===== src/rtl/hazard_detection_unit.sv =====
// Load-use hazard detector between Decode and Execute: stalls PC and IF/ID and
// bubbles ID/EX when a load in E writes a register read by the instruction in D.
module hazard_detection_unit #(
    parameter int CNT_WIDTH        = 32,
    parameter int MAX_CONSEC_STALL = 2
) (
    input  logic                 clk,
    input  logic                 rst_n,
    input  logic                 MemReadE,
    input  logic [4:0]           RD_E,
    input  logic [4:0]           Rs1_D,
    input  logic [4:0]           Rs2_D,
    output logic                 PCWrite,
    output logic                 IF_ID_Write,
    output logic                 FlushE,
    output logic                 HazardRs1,
    output logic                 HazardRs2,
    output logic [CNT_WIDTH-1:0] StallCount,
    output logic                 StallTimeout
);

    localparam int CONSEC_WIDTH = $clog2(MAX_CONSEC_STALL + 1);
    localparam logic [CONSEC_WIDTH-1:0] CONSEC_MAX = CONSEC_WIDTH'(MAX_CONSEC_STALL);

    logic                    load_writes_reg;
    logic                    stall;
    logic [CONSEC_WIDTH-1:0] consec;
    logic [CONSEC_WIDTH-1:0] consec_next;

    // x0 is hardwired to zero, so a load targeting it can never create a hazard.
    assign load_writes_reg = MemReadE && (RD_E != 5'd0);

    assign HazardRs1   = load_writes_reg && (RD_E == Rs1_D);
    assign HazardRs2   = load_writes_reg && (RD_E == Rs2_D);
    assign stall       = HazardRs1 || HazardRs2;
    assign PCWrite     = ~stall;
    assign IF_ID_Write = ~stall;
    assign FlushE      = stall;

    // NOTE: default assigned first so every path drives consec_next; no latch.
    always_comb begin
        consec_next = '0;
        if (stall) begin
            if (consec == CONSEC_MAX) consec_next = CONSEC_MAX;
            else                      consec_next = consec + CONSEC_WIDTH'(1);
        end
    end

    // NOTE: state uses non-blocking assignments; reset is synchronous and active-low.
    always_ff @(posedge clk) begin
        if (!rst_n) begin
            StallCount   <= '0;
            consec       <= '0;
            StallTimeout <= 1'b0;
        end else begin
            if (stall && (StallCount != '1)) StallCount <= StallCount + CNT_WIDTH'(1);
            consec <= consec_next;
            if (consec_next == CONSEC_MAX) StallTimeout <= 1'b1;
        end
    end

endmodule


===== config.mk =====
export PLATFORM = sky130hd
export DESIGN_NAME = hazard_detection_unit
export DESIGN_NICKNAME = d
export VERILOG_FILES = /design/src/rtl/hazard_detection_unit.sv
export SDC_FILE = /design/constraint.sdc
export NUM_CORES = 1
export LEC_CHECK = 0
export ABC_CLOCK_PERIOD_IN_PS = 2400
export CAP_MARGIN = 20
export CORE_MARGIN = 8
export CORE_UTILIZATION = 30
export CTS_CLUSTER_DIAMETER = 40
export DETAILED_ROUTE_END_ITERATION = 10
export PLACE_DENSITY = 0.63
export SKIP_CTS_REPAIR_TIMING = 1
export SYNTH_ARGS = -nofsm -noshare
export SYNTH_HDL_FRONTEND = slang
export SYNTH_SLANG_ARGS = --single-unit

===== constraint.sdc =====
create_clock -name clk -period 2.4 [get_ports clk]
set_input_delay 0.48 -clock clk [delete_from_list [all_inputs] [get_ports clk]]
set_output_delay 0.48 -clock clk [all_outputs]
set_load 0.02 [all_outputs]

==> metrics list <==
* Cell area after placement: approximately 0.0027 mm^2
- The analysis attributes to cell leakage a power of roughly 1.1 nW.
- Remaining antenna violation count after routing: 0
- Final Util: approximately 47%
- Setup violations remaining at the end of the flow were counted as 10.
- In this run the mean area of a mapped cell was 8.09 um^2.
- Routed len/inst: approximately 15 um
* Hold WC Path Type: reg2reg
* Count of unresolved DRC violations after routing: 0
* Number of filler instances in the final layout: ~630
- Total via count after detailed routing: 2159
- STA puts the critical path data required time at 2.62 ns.
- After synthesis the cells add up to between 0.0015 and 0.002 mm^2.
- Overall overflow remaining after global route: 0
- Clock tree synthesis found a total of 35 sinks.
- The die is just under 100 um tall.
- Count of port buffers added during placement: 55
* Proportion of layout cells with a drive suffix above 1: a little over a fifth
- Detailed-route wire length: between 6000 and 7000 um
- In this run the tightest slew margin relative to its limit is ~75%.
* Number of pins with negative max-slew slack in the final report: 0
* Slew at the pin closest to its max-slew limit: ~0.38 ns
* Setup ws final: -0.0654 ns
- The worst setup path is of the in2reg kind.
- With fillers left out, the area of the finished cells amounts to approximately 0.003 mm^2.
* Power per cell area: ~380 mW/mm^2
* Global placement routability congestion: about 0.81
- Max VDD drop: 0.000238 V
* Area growth from synthesis to final layout: 51.3%
- 0 antenna diodes ended up in the layout.
* Max H-tree Level: 2
- Wire length of the first global-routing pass: between 9000 and 10000 um
* Total routing resource utilization after global routing: between 10% and 20%
* Antenna violations before repair: 0
* Number of primary I/O pins: 56
* Vias in the first global route: just over 2000
* Syn_nets: 267
- Proportion of synthesized flip-flops having asynchronous set or reset: 0%
* Number of flops mapped to enable cells by yosys: 0
- Number of DRC violations after detailed-routing iteration 0: around 110
* Largest fanout on the critical path: 5
- CP startpoint kind: primary input
* Layout Cells excl Fill: 405
* Net count, final: 348
* Clock root buffer master: sky130_fd_sc_hd__clkbuf_8
- The count of endpoints failing hold in the final timing report came to 0.
- STA puts the critical path data arrival time at between 2 and 3 ns.
* Fmax: approximately 410 MHz
* Primary FF master, synth: sky130_fd_sc_hd__dfxtp_1
- Endpoint kind of the worst setup timing path: flop
* Post-DP HPWL: about 4400 um
* Ratio of final minimum period to clock period: 103%
* Core region area: between 0.006 and 0.007 mm^2
- Clock transition at the registers of the reported paths: around 0.07 ns
- Pin count of the biggest net entering global routing: 22
- TritonCTS clock tree: built
- Die ar.: 0.00953 mm^2
- Number of instances in the synthesized netlist: ~250
- Count of max-cap constraint violations: 0
- Of the synthesized area, sequential elements account for a little over a third.
* TritonRoute pass-1 iters: 4
- Prior to clock tree synthesis, the placed netlist has a worst setup slack of -0.649 ns.
* Placement Rows: 29
- The Yosys step of the flow raised 0 warnings.
- The number of different library cells used by synthesis comes to between 40 and 50.
* TritonCTS Buffers: 5
- Result of the run: finished with violations
* Skew final: slightly below 0.009 ns
- Once placement completed, the tool counted placed cells totaling around 400.
- For the worst-skew pair, the clock arrives at the later sink with an insertion delay of 0.29 ns.
* Number of vias per cell after detailed routing: around 5.3
* Min Hold Slack: between 0.4 and 0.5 ns
- Maximum root-to-sink buffer count: 2
* Initial core utilization: between 30% and 40%
* Final period demand of the worst path: between 2 and 2.5 ns
* Number of register bits inferred by synthesis: 35
- The die is ~100 um wide.
* Violated checks: negative setup slack
==> cells in the mapped netlist (4+ instances only) <==
cell / instances / area (um^2)
sky130_fd_sc_hd__nand3_1: 12 / 60.1
sky130_fd_sc_hd__o211ai_1: 4 / 30.0
sky130_fd_sc_hd__inv_1: 6 / 22.5
sky130_fd_sc_hd__nor4_1: 5 / 31.3
sky130_fd_sc_hd__or3_1: 14 / 87.6
sky130_fd_sc_hd__xnor2_1: 6 / 52.6
sky130_fd_sc_hd__o31ai_1: 8 / 60.1
sky130_fd_sc_hd__and3_1: 4 / 25.0
sky130_fd_sc_hd__nor2_1: 7 / 26.3
sky130_fd_sc_hd__nand2b_1: 5 / 31.3
sky130_fd_sc_hd__xor2_1: 4 / 35.0
sky130_fd_sc_hd__nand4_1: 11 / 68.8
sky130_fd_sc_hd__nor3_1: 8 / 40.0
sky130_fd_sc_hd__clkbuf_1: 5 / 18.8
sky130_fd_sc_hd__a21oi_1: 21 / 105
sky130_fd_sc_hd__o21ai_0: 16 / 80.1
sky130_fd_sc_hd__mux2i_1: 6 / 60.1
sky130_fd_sc_hd__dfxtp_1: 35 / 701
sky130_fd_sc_hd__or4_1: 10 / 75.1
sky130_fd_sc_hd__nand2_1: 27 / 101
==> where the power goes <==
group | total, mW | internal, mW | leakage, nW | switching [mW]
clock | 0.446 | 0.225 | 0.0470 | 0.221
sequential | 0.582 | 0.581 | 0.282 | 0.00112
combinational | 0.135 | 0.0693 | 0.734 | 0.0662
total | 1.16 | 0.876 | 1.06 | 0.288
==> layout make-up <==
cell class | count | area [um^2] | area share [%]
multi-input cells | 194 | 1320 | 43.6
repair buffers | 84 | 786 | 26.0
flip-flops and latches | 35 | 701 | 23.2
well taps | 77 | 96.3 | 3.19
clock buffers | 6 | 82.6 | 2.73
inverters | 7 | 28.8 | 0.952
repair inverters | 1 | 7.51 | 0.248
clock inverters | 1 | 5.00 | 0.165
==> sequential cells by signal, indices dropped and copies added, names as in the netlist <==
name,cells
StallTimeout,1
consec,2
StallCount,32
==> per-stage QoR <==
stage	TNS, ns	power, mW
floorplan	0	0.644
global placement	-8.77	0.704
detailed placement	-11.15	0.705
CTS	-3.50	1.14
global route	-1.82	1.21
finish	-0.343	1.16
==> per-layer routing <==
metal / wire length (um) / up-vias / GRT usage (%) / part of all wire [%]
li1: - / 1078 / - / -
met1: 2670 / 1027 / 13.5 / 43
met2: 2990 / 48 / 20.1 / 49
met3: 431 / 6 / 4.91 / 7.0
met4: 51 / 0 / 3.26 / 0.83
met5: 0 / - / 0 / 0
==> worst paths after layout <==
| path | startpoint | to | slack (ns) | cells past startpoint |
|---|---|---|---|---|
| hold / removal | StallTimeout | StallTimeout | 0.48 | 1 |
| setup / recovery | Rs1_D[3] | StallCount[30] | -0.07 | 10 |
| hold reg to reg | StallTimeout | StallTimeout | 0.48 | 1 |
| setup reg to reg | StallCount[12] | StallCount[27] | 0.17 | 6 |
==> cells in the final DEF (no fill, tap or decap), types with 4 or more instances in the layout <==
master,n
sky130_fd_sc_hd__nand4_1,11
sky130_fd_sc_hd__nand2b_1,5
sky130_fd_sc_hd__a21oi_1,19
sky130_fd_sc_hd__or3_1,14
sky130_fd_sc_hd__o211ai_1,4
sky130_fd_sc_hd__dlymetal6s2s_1,9
sky130_fd_sc_hd__nor4_1,4
sky130_fd_sc_hd__buf_4,27
sky130_fd_sc_hd__and3_1,4
sky130_fd_sc_hd__xnor2_2,5
sky130_fd_sc_hd__or4_1,7
sky130_fd_sc_hd__nor3_1,6
sky130_fd_sc_hd__o21ai_0,16
sky130_fd_sc_hd__clkbuf_8,6
sky130_fd_sc_hd__inv_1,6
sky130_fd_sc_hd__nor2_1,6
sky130_fd_sc_hd__nand2_1,27
sky130_fd_sc_hd__mux2i_1,6
sky130_fd_sc_hd__nand3_1,10
sky130_fd_sc_hd__clkdlybuf4s50_1,41
sky130_fd_sc_hd__or4_4,4
sky130_fd_sc_hd__o31ai_1,8
sky130_fd_sc_hd__dfxtp_1,35
==> critical path: stages <==
cell                              delay, ns
sky130_fd_sc_hd__clkdlybuf4s50_1       0.43
sky130_fd_sc_hd__xnor2_1               0.24
sky130_fd_sc_hd__nand3_2               0.16
sky130_fd_sc_hd__nor3_4                0.17
sky130_fd_sc_hd__buf_4                 0.13
sky130_fd_sc_hd__buf_4                 0.09
sky130_fd_sc_hd__o211ai_1              0.14
sky130_fd_sc_hd__buf_4                 0.20
sky130_fd_sc_hd__or4_1                 0.47
sky130_fd_sc_hd__a21oi_1               0.16
==> cells by family (layout without fill, tap and decap cells) <==
| group | count (synthesis) | in the layout | synth area share (%) |
|---|---|---|---|
| and+or+nand+nor | 120 | 120 | 34.8 |
| AOI/OAI and AO/OA | 56 | 56 | 16.9 |
| DFF | 35 | 35 | 35.0 |
| buffers and inverters | 18 | 99 | 4.63 |
| xor gates and xnor gates | 10 | 10 | 4.38 |
| muxes | 6 | 6 | 3.00 |
| adders and majority gates | 2 | 2 | 1.25 |
Note: power is estimated with default switching activity, not from simulation.
